`config.mk`:
```
export PLATFORM = sky130hd
export DESIGN_NAME = bitvec_id_drain
export DESIGN_NICKNAME = d
export VERILOG_FILES = /design/src/rtl/bitvec_id_drain_pkg.sv /design/src/rtl/bitvec_fifo.sv /design/src/rtl/bitvec_id_drain.sv
export SDC_FILE = /design/constraint.sdc
export NUM_CORES = 1
export LEC_CHECK = 0
export CAP_MARGIN = 20
export CORE_AREA = 2 2 338 340
export CTS_CLUSTER_DIAMETER = 100
export DETAILED_ROUTE_END_ITERATION = 7
export DIE_AREA = 0 0 340 342
export REMOVE_ABC_BUFFERS = 1
export SYNTH_ARGS = -nofsm -noshare
export SYNTH_HDL_FRONTEND = slang
export SYNTH_SLANG_ARGS = --single-unit
```
`constraint.sdc`:
```
create_clock -name clk -period 12.4 [get_ports clk]
set_input_delay 1.86 -clock clk [delete_from_list [all_inputs] [get_ports clk]]
set_output_delay 1.86 -clock clk [all_outputs]
set_load 0.05 [all_outputs]
```
`src/rtl/bitvec_id_drain_pkg.sv`:
```
// Shared parameters and state type for the bit-vector to index drain path.
// Vector sizes match the Cell/ufpu/bfpu result width.
package bitvec_id_drain_pkg;

  localparam int BIT_VEC_SIZE     = 128;
  localparam int BIT_VEC_SIZE_LOG = 7;
  localparam int FIFO_DEPTH       = 4;

  typedef enum logic {
    IDLE = 1'b0,
    SCAN = 1'b1
  } drain_state_t;

endpackage

```
`src/rtl/bitvec_fifo.sv`:
```
// Small synchronous FIFO with a combinational head (no read latency).
// A push while full is accepted only when a pop happens in the same cycle.
module bitvec_fifo #(
  parameter int WIDTH = 128,
  parameter int DEPTH = 4
) (
  input  logic                     clk,
  input  logic                     rst,
  input  logic                     push,
  input  logic                     pop,
  input  logic [WIDTH-1:0]         din,
  output logic [WIDTH-1:0]         dout,
  output logic                     full,
  output logic                     empty,
  output logic [$clog2(DEPTH):0]   count
);

  localparam int PTR_W = $clog2(DEPTH);

  logic [WIDTH-1:0] r_mem [DEPTH];
  logic [PTR_W-1:0] r_wr_ptr;
  logic [PTR_W-1:0] r_rd_ptr;
  logic [PTR_W:0]   r_count;
  logic             w_do_push;
  logic             w_do_pop;

  assign empty     = (r_count == '0);
  assign full      = (r_count == (PTR_W+1)'(DEPTH));
  assign count     = r_count;
  assign dout      = r_mem[r_rd_ptr];
  assign w_do_pop  = pop & ~empty;
  assign w_do_push = push & (~full | w_do_pop);

  always_ff @(posedge clk) begin
    if (rst) begin
      r_wr_ptr <= '0;
      r_rd_ptr <= '0;
      r_count  <= '0;
    end else begin
      if (w_do_push) r_wr_ptr <= r_wr_ptr + PTR_W'(1);
      if (w_do_pop)  r_rd_ptr <= r_rd_ptr + PTR_W'(1);
      case ({w_do_push, w_do_pop})
        2'b10:   r_count <= r_count + (PTR_W+1)'(1);
        2'b01:   r_count <= r_count - (PTR_W+1)'(1);
        default: r_count <= r_count;
      endcase
    end
  end

  // Storage is data only; pointers and count define what is valid.
  always_ff @(posedge clk) begin
    if (w_do_push) r_mem[r_wr_ptr] <= din;
  end

endmodule

```
`src/rtl/bitvec_id_drain.sv`:
```
// Drains buffered result vectors as a stream of set-bit indices, lowest first,
// one beat per accepted handshake, with last/none markers per vector.
module bitvec_id_drain #(
  parameter int BIT_VEC_SIZE     = bitvec_id_drain_pkg::BIT_VEC_SIZE,
  parameter int BIT_VEC_SIZE_LOG = bitvec_id_drain_pkg::BIT_VEC_SIZE_LOG,
  parameter int FIFO_DEPTH       = bitvec_id_drain_pkg::FIFO_DEPTH
) (
  input  logic                        clk,
  input  logic                        rst,
  input  logic [BIT_VEC_SIZE-1:0]     vec_in,
  input  logic                        vec_valid_in,
  output logic [BIT_VEC_SIZE_LOG-1:0] id_out,
  output logic                        id_valid,
  output logic                        id_last,
  output logic                        id_none,
  input  logic                        id_ready,
  output logic                        overflow,
  output logic                        busy
);

  import bitvec_id_drain_pkg::*;

  localparam int CNT_W = $clog2(FIFO_DEPTH) + 1;

  drain_state_t              r_state;
  drain_state_t              w_state_nxt;
  logic [BIT_VEC_SIZE-1:0]   r_work;
  logic [BIT_VEC_SIZE-1:0]   w_work_nxt;
  logic [BIT_VEC_SIZE-1:0]   w_work_rest;
  logic [BIT_VEC_SIZE-1:0]   w_fifo_dout;
  logic                      w_fifo_full;
  logic                      w_fifo_empty;
  logic [CNT_W-1:0]          w_fifo_count;
  logic                      w_pop;
  logic                      w_last;
  logic                      w_none;
  logic                      r_overflow;

  function automatic logic [BIT_VEC_SIZE_LOG-1:0] lsb_index(input logic [BIT_VEC_SIZE-1:0] v);
    lsb_index = '0;
    for (int i = BIT_VEC_SIZE - 1; i >= 0; i--) begin
      if (v[i]) lsb_index = i[BIT_VEC_SIZE_LOG-1:0];
    end
  endfunction

  bitvec_fifo #(
    .WIDTH (BIT_VEC_SIZE),
    .DEPTH (FIFO_DEPTH)
  ) u_fifo (
    .clk   (clk),
    .rst   (rst),
    .push  (vec_valid_in),
    .pop   (w_pop),
    .din   (vec_in),
    .dout  (w_fifo_dout),
    .full  (w_fifo_full),
    .empty (w_fifo_empty),
    .count (w_fifo_count)
  );

  // work with its lowest set bit removed; zero means at most one bit remains
  assign w_work_rest = r_work & (r_work - BIT_VEC_SIZE'(1));
  assign w_last      = (w_work_rest == '0);
  assign w_none      = (r_work == '0);

  always_comb begin
    w_state_nxt = r_state;
    w_work_nxt  = r_work;
    w_pop       = 1'b0;
    case (r_state)
      IDLE: begin
        if (!w_fifo_empty) begin
          w_pop       = 1'b1;
          w_work_nxt  = w_fifo_dout;
          w_state_nxt = SCAN;
        end
      end
      SCAN: begin
        if (id_ready) begin
          if (!w_last) begin
            w_work_nxt = w_work_rest;
          end else if (!w_fifo_empty) begin
            // chain straight into the next vector so beats stay back-to-back
            w_pop      = 1'b1;
            w_work_nxt = w_fifo_dout;
          end else begin
            w_work_nxt  = '0;
            w_state_nxt = IDLE;
          end
        end
      end
      default: w_state_nxt = IDLE;
    endcase
  end

  always_ff @(posedge clk) begin
    if (rst) begin
      r_state    <= IDLE;
      r_work     <= '0;
      r_overflow <= 1'b0;
    end else begin
      r_state <= w_state_nxt;
      r_work  <= w_work_nxt;
      if (vec_valid_in && w_fifo_full && !w_pop) r_overflow <= 1'b1;
    end
  end

  // Outputs come from registered state only; id_ready never reaches them.
  assign id_valid = (r_state == SCAN);
  assign id_out   = id_valid ? lsb_index(r_work) : '0;
  assign id_last  = id_valid & w_last;
  assign id_none  = id_valid & w_none;
  assign overflow = r_overflow;
  assign busy     = id_valid | (w_fifo_count != '0);

endmodule

```
==> results.txt, run 1 <==
- Outcome: finished, final reports clean
* Pin count of the biggest net entering global routing: 71
- Combinational cell fraction of total power: 38.1%
* Critical path startpoint category: register
- Cell area power density: around 250 nW/um2
* Achievable Freq: between 100 and 150 MHz
* Number of gates on the worst path with buffers counted: 11
* Post-CTS resize count: 0
- Total standard cell area after synthesis: around 28,000 um2
- Power share of the clock group: between 20% and 30%
* Yosys warning count: 0
* Worst EP arrival: around 6.7 ns
* Final worst path period need: about 8.5 ns
* Clock tree from TritonCTS: built
- Placed cell count: 3,518
- Number of global-route vias before repair: 18,000
* DRC viols: 0
* Number of standard-cell rows in the floorplan: between 100 and 150
- Counting instances, the worst hold path has a depth of 1.
- The die covers approximately 120,000 um2.
- Clock-pin slew was measured on the worst setup and hold paths at approximately 0.06 ns.
* First-pass GRT wire length: 120 mm
- For the pin with the worst max-slew slack, the measured transition is roughly 1.2 ns.
- Part of the Yosys area used for sequential elements: ~65%
- Grt ovf: 0
* Internal portion of total power: about 5.0 mW
- Averaged over all synthesized cells, the footprint is around 14 um2.
- Crit path kind: register to primary output
- Kind of cell with the highest combined delay on the critical path: simple AND/OR/NAND/NOR gates
* GPL Wtd Cong: 0.967
* Aggregate routed wire length: a little over 80 mm
- Initial cell density of the core: approximately 25%
- Area grow syn2layout: 19.0%
- After synthesis, the share of flip-flops with an asynchronous set or reset is 0%.
- Final Instance Count excl. Fillers: about 3,600
* CTS max path bufs: 3
* Post-cts hold buffer count: 0
- Of the available clock period, the critical path in the final layout requires 68.7%.
- Largest area contributor in the netlist: edfxtp_1
- Number of buffer and inverter instances along the worst setup path: 2
- Sequential group share of total power: a little under two fifths
- At the placement stage, the worst setup path has a slack of 4.77 ns.
* Clock sinks: ~650
* Count of cells along the worst register-to-register path: 14
- Summing all placed instances gives a cell area of ~31,000 um2.
* Final hold violations: 0
- Unique cell type count in the Yosys netlist: between 80 and 90
- Psw: roughly 3.3 mW
- The most numerous cell type found on the critical path is nor4_1.
- Leading cell type in the layout, fill and taps excluded: edfxtp_1
- The final layout contains between 2,000 and 2,500 nets.
- Number of design-rule violations left by the first detailed-router iteration: around 1,900
- Data on the critical path is required at its endpoint by 10.54 ns.
- Top cell type's share of synthesized area: ~55%
- Fin Setup TNS: 0 ns
- The signal on the critical path passes through nor4_1 -> nand4_1 -> nor2_2 -> buf_4 -> nand4_2 -> o41ai_1 -> o2111ai_1 -> nor4_1 -> nand3_2 -> nor3_1 -> clkdlybuf4s50_1.
- GRT Total Usage: 13.6%
- EDFF count, synth: 512
* Final Worst Setup Slack: about 3.9 ns
* Critical path endpoint category: primary output
- Final Setup Violations: 0
* IR drop worst, VDD: 0.115 mV
- Summing over every cut layer, the via total after detailed routing is 18,100.
- Clock Latency Late Sink: 0.62 ns
* Cells after synthesis: between 1,500 and 2,000
- Cells with a size suffix above 1 make up roughly 14% of the layout.
- Placed wire-length estimate: around 55 mm
* Dominant register cell in the synthesized netlist: edfxtp_1
- Switching part of the total: 39.7%
* Vias per cell: slightly below 5
- The total area inside the core boundary comes to approximately 110,000 um2.
* Post-DR wirelength/cell: 22.2 um
- Count of state elements after synthesis: 651
* Setup repair after global routing missed its margin: no
* Number of antenna violations at the first check in global routing: 5
- Hold crit path type: register to register
- After filler insertion, the fill cell instance count of the layout stands at ~11,000.
- IO Port Bufs: around 140
* Horiz. Die Dim: about 340 um
- Cell types occupying the most area after synthesis: edfxtp_1 (55%), mux4_2 (10%), dfxtp_1 (10%)
- Among all stages on the critical path, the largest delay is contributed by clkdlybuf4s50_1.
- The H-tree generated during clock tree synthesis spans 3 levels.
- On the final layout, the worst clock skew is between 0.02 and 0.03 ns.
- Total clock buffers created by CTS: 70
- Number of pins exceeding their max-slew limit in the final report: 0
- The analysis attributes to cell leakage a power of 10.4 nW.
* Final non-filler cell area: between 30,000 and 40,000 um2
- Slew HR: between 20% and 30%
- The count of nets left with antenna violations once routing finished came out at 0.
* Post-CTS Setup Inserts: 0
- In this run the vertical extent of the chip is approximately 340 um.
* Pre-antenna DRT Iters: 5
* Top fanout value on the critical path: 19
- Max-Cap Viols: 0
- Clock tree synthesis selected as its root buffer the cell clkbuf_16.
- Max incr delay on CP: just over 0.9 ns
- I/O Pins: 144
- Top library cells by usage in the layout, fill and taps aside: edfxtp_1 (512), nand2_1 (179), clkdlybuf4s50_1 (142), dfxtp_1 (136), mux4_2 (128)
-- registers in the layout (all words and copies together), names as in the netlist, named ones only --
register,count
u_fifo.r_mem,512
r_work,128
u_fifo.count,3
u_fifo.r_rd_ptr,2
u_fifo.r_wr_ptr,2
id_valid,1
overflow,1
-- stage by stage --
stage / total power [mW] / utilization [%] / hold slack (ns)
2_1_floorplan: 5.22 / - / 0.462
3_3_place_gp: 6.28 / 27.4 / 0.439
6_report: 8.30 / 29.4 / 0.472
4_1_cts: 8.32 / 29.4 / 0.481
5_1_grt: 8.76 / 29.4 / 0.499
3_5_place_dp: 6.26 / 27.4 / 0.460
-- logic make-up (layout without fill, tap and decap cells) --
logic type	after synthesis	after routing	synth area share (%)
other	0	1	0
AND/OR/NAND/NOR	573	573	10.4
AO/OA/AOI/OAI	420	420	11.1
multiplexers	130	130	10.4
flip-flops	651	651	65.1
buffers and inverters	187	350	2.66
adder cells (fa/ha/maj)	8	8	0.368
XOR/XNOR	3	3	0.0942
-- synthesized netlist by cell type, types with 13 or more instances --
cell type,number
or2_2,14
buf_2,14
nor4_1,55
edfxtp_1,512
a32o_1,89
nand3_1,40
inv_1,49
a31oi_1,14
or3_1,14
clkbuf_1,114
nand2_1,179
nand4_1,34
nor3_1,47
a21oi_1,67
o21ai_0,97
o31ai_1,13
nor2_1,124
dfxtp_1,139
mux4_2,128
-- per-layer routing --
metal / global-route usage [%] / share of wire (%)
met2: 22.5 / 48
met5: 0 / 0.084
met4: 3.58 / 2.0
met1: 18.3 / 43
met3: 2.65 / 6.0
-- worst reg2reg max path, stage by stage, from the launching register on --
cell and delay [ns]:
dfxtp_1 0.37, nor4_1 0.85, nand4_1 0.52, nor2_2 0.66, buf_4 0.37, nand4_2 0.28, o41ai_1 0.51, o2111ai_1 0.21
nor4_1 0.55, nand3_2 0.33, o31ai_4 0.34, o21ai_1 0.09, buf_4 0.20, nor2_4 0.74, buf_4 0.75
-- power by group through the flow --
| stage | sequential (mW) | clock, mW | combinational, mW |
|---|---|---|---|
| 4_1_cts | 3.08 | 2.09 | 3.15 |
| 6_report | 3.09 | 2.04 | 3.17 |
| 5_1_grt | 3.14 | 2.19 | 3.43 |
| 3_5_place_dp | 3.12 | 0 | 3.14 |
| 3_3_place_gp | 3.12 | 0 | 3.16 |
| 2_1_floorplan | 3.08 | 0 | 2.14 |
-- cell type report --
class	count	area (um2)	share of cell area [%]
flip-flops and latches	651	18200	54.7
multi-input cells	1134	9070	27.3
clock buffers	105	2040	6.14
well taps	1512	1890	5.70
repair buffers	172	1640	4.94
clock inverters	24	213	0.640
inverters	49	185	0.558
diodes	1	2.50	0.00753
-- path summary, 6_finish.rpt --
check / startpoint / slack (ns) / end
hold reg to reg: overflow / 0.47 / overflow
setup / recovery: r_work[24] / 3.88 / id_last
hold / removal: overflow / 0.47 / overflow
setup reg to reg: r_work[24] / 5.13 / u_fifo.r_mem[1][36]
Note: power is estimated with default switching activity, not from simulation.
==> inputs of run 2 (changes only) <==
==> constraint.sdc (replaced) <==
create_clock -name clk -period 8.8 [get_ports clk]
set_input_delay 1.32 -clock clk [delete_from_list [all_inputs] [get_ports clk]]
set_output_delay 1.32 -clock clk [all_outputs]
set_load 0.05 [all_outputs]
==> results.txt, run 2 (synthesis gave the netlist of run 1 again) <==
* First-pass GRT wire length: 120 mm (-0.16%)
* Number of global-route vias before repair: 18,000 (-0.44%)
* Aggregate routed wire length: 80.9 mm (-0.17%)
- The required time at the endpoint of the critical path came to 7.48 ns (-3.06 ns).
* Post-route worst hold slack: 0.477 ns (+0.00479 ns)
- Final Instance Count excl. Fillers: 3,650 (+0.055%)
- Final hold violations: 0 (unchanged)
- The CTS clock-pin slew for the worst setup and hold paths came to 0.06 ns (about the same).
* Final worst path period need: approximately 8 ns
- Number of nets in the layout: 2,217 (+0.045%)
- The last weighted congestion value of the routability-driven placer was 0.972 (+0.58%).
- The number of flip-flops in the largest register was 512 (unchanged).
- Post-detailed-route count of antenna-violating nets: 0 (unchanged)
- The initial core utilization was 24.7% (unchanged).
- Post-cts hold buffer count: 0 (unchanged)
- The path class of the tightest hold or removal check is register to register.
- GRT Total Usage: 13.6% (about the same)
- Cell chosen for the clock root: clkbuf_16
* Slew @ Worst Pin: 1.20 ns (+0.0244 ns)
* Post-DR wirelength/cell: 22.2 um (-0.22%)
- The pin count of the biggest net entering global routing was 129 (+82%).
- The maximum vdd drop is 0.180 mV (+57%).
* Cell area power density: 355 nW/um2 (+42%)
* Total clock buffers created by CTS: 70 (unchanged)
* Total power of the final layout: 11.8 mW (+43%)
- DRC viols: 0 (unchanged)
* Core Region: 113,000 um2 (unchanged)
- The number of input and output port buffers inserted is 143 (unchanged).
- Critical path startpoint category: register
- The initial detailed-routing violation count is 1,963 (+5.1%).
* Post-CTS Setup Inserts: 0 (unchanged)
- The residual overflow from global routing is 0 (unchanged).
- The signal arrival time at the worst endpoint is 6.69 ns (+0.03 ns).
- Slew HR: 18.2% (-3.7 points)
- The HPWL reported at the end of detailed placement is 54.7 mm (-0.82%).
- CTS H-tree lvls: 3 (unchanged)
- Leaving out fill and tap cells, the most frequent cell in the layout is edfxtp_1.
* Die extent in y: 342 um (unchanged)
- Layout cells sized above 1: 14.3% (+0.080 points)
- Placed cell count: 3,518 (unchanged)
- Number of antenna violations at the first check in global routing: 7 (+2)
* Floorplan die area: 116,000 um2 (unchanged)
- I/O Pins: 144 (unchanged)
- The worst reg2reg path depth is 17 (+3).
* Static leakage: 10.4 nW (+0.76%)
- The number of buffers on the longest clock path came to 3 (unchanged).
- From synthesis to final layout, the design area changed by 19.6%.
* Final setup skew: 0.0310 ns (+0.00200 ns)
- The count of max-cap constraint violations is 0 (unchanged).
- Clock Latency Late Sink: 0.64 ns (+0.02 ns)
- Top library cells by usage in the layout, fill and taps aside: edfxtp_1 (512), nand2_1 (179), clkdlybuf4s50_1 (142), dfxtp_1 (136), mux4_2 (128)
- The number of instances on the worst hold path is 1 (unchanged).
* Top fanout value on the critical path: 17 (-2)
* Largest reg by FF count: u_fifo.r_mem
- The site row count is 124 (unchanged).
- By startpoint and endpoint, the worst setup path is classified as register to primary output.
* Multi-input gate area: 9070 um2 (unchanged)
* Via total after detailed routing: 18,300 (+1.0%)
- The total of cells resized after clock tree synthesis was 0 (unchanged).
* Utilization of the core after routing: 29.5% (+0.15 points)
* Final clock period utilization by the worst path: between 90% and 100%
* Number of fill cells in the layout: 11,300 (-0.12%)
- The final setup violation count is 0 (unchanged).
* Achievable Freq: between 100 and 150 MHz
- The pre-CTS worst setup slack was 1.71 ns (-3.06 ns).
* Horiz. Die Dim: 340 um (unchanged)
- Critical path endpoint category: primary output
* Area taken by flip-flops and latches: 18,200 um2 (unchanged)
- TritonCTS built the clock tree.
- The TritonCTS sink count was 651 (unchanged).
* Final Worst Setup Slack: 0.786 ns (-3.10 ns)
* Number of pins exceeding their max-slew limit in the final report: 0 (unchanged)
* Setup repair after global routing missed its margin: no
- The number of vias per cell after detailed routing is 5.00 (+0.95%).
* Outcome: finished, final reports clean
- Pre-antenna DRT Iters: 6 (+1)
-- run 2: cell count changes in the layout (fill, tap and decap cells not counted), moves of 3 or more --
| cell | change |
|---|---|
| clkinv_1 | +4 |
| buf_4 | -3 |
| clkbuf_1 | -4 |
| clkbuf_8 | -4 |
| inv_6 | -3 |
| bufinv_16 | +5 |
| buf_12 | +4 |
-- run 2: worst max-delay path, cell delays in order (launching register included) --
cell and delay, ns:
dfxtp_1 0.37, nor4_1 0.81, nand4_1 0.49, nor2_2 0.74, buf_4 0.34, nand4_1 0.13
a2111oi_0 0.77, nand4_1 0.25, nor3_1 0.37, nand3_2 0.29, nor3_1 0.57, clkdlybuf4s50_1 0.93
-- run 2: final timing paths --
check,start,end,slack (ns)
min reg2reg,overflow,overflow,0.48
max,r_work[24],id_last,0.79
max reg2reg,r_work[24],u_fifo.count[2],1.89
min,overflow,overflow,0.48
-- run 2: per-layer routing --
layer | GRT usage, % | share of wire (%) | up-vias
li1 | - | - | 8188
met1 | 18.1 | 43 | 9254
met2 | 22.7 | 49 | 664
met3 | 2.81 | 6.3 | 132
met4 | 3.34 | 2.0 | 12
met5 | 0 | 0.099 | -
-- run 2: layout make-up --
class / instances / share of cell area (%)
Sequential cell: 651 / 54.4
Multi-Input combinational cell: 1134 / 27.2
Clock buffer: 98 / 5.97
Tap cell: 1512 / 5.67
Timing Repair Buffer: 173 / 5.11
Clock inverter: 32 / 1.09
Inverter: 49 / 0.555
Antenna cell: 1 / 0.00749
-- run 2: metrics by stage --
stage | instance area, um2 | TNS [ns]
global placement | 31000 | 0
CTS | 33400 | 0
detailed placement | 31000 | 0
global route | 33400 | 0
floorplan | 27400 | -878.74
finish | 33400 | 0
-- run 2: where the power goes --
part	switching (mW)	internal, mW	leakage, nW	total [mW]
sequential	0.619	3.74	5.84	4.36
combinational	2.83	1.66	3.46	4.49
clock	1.20	1.80	1.14	2.99
total	4.64	7.20	10.4	11.8
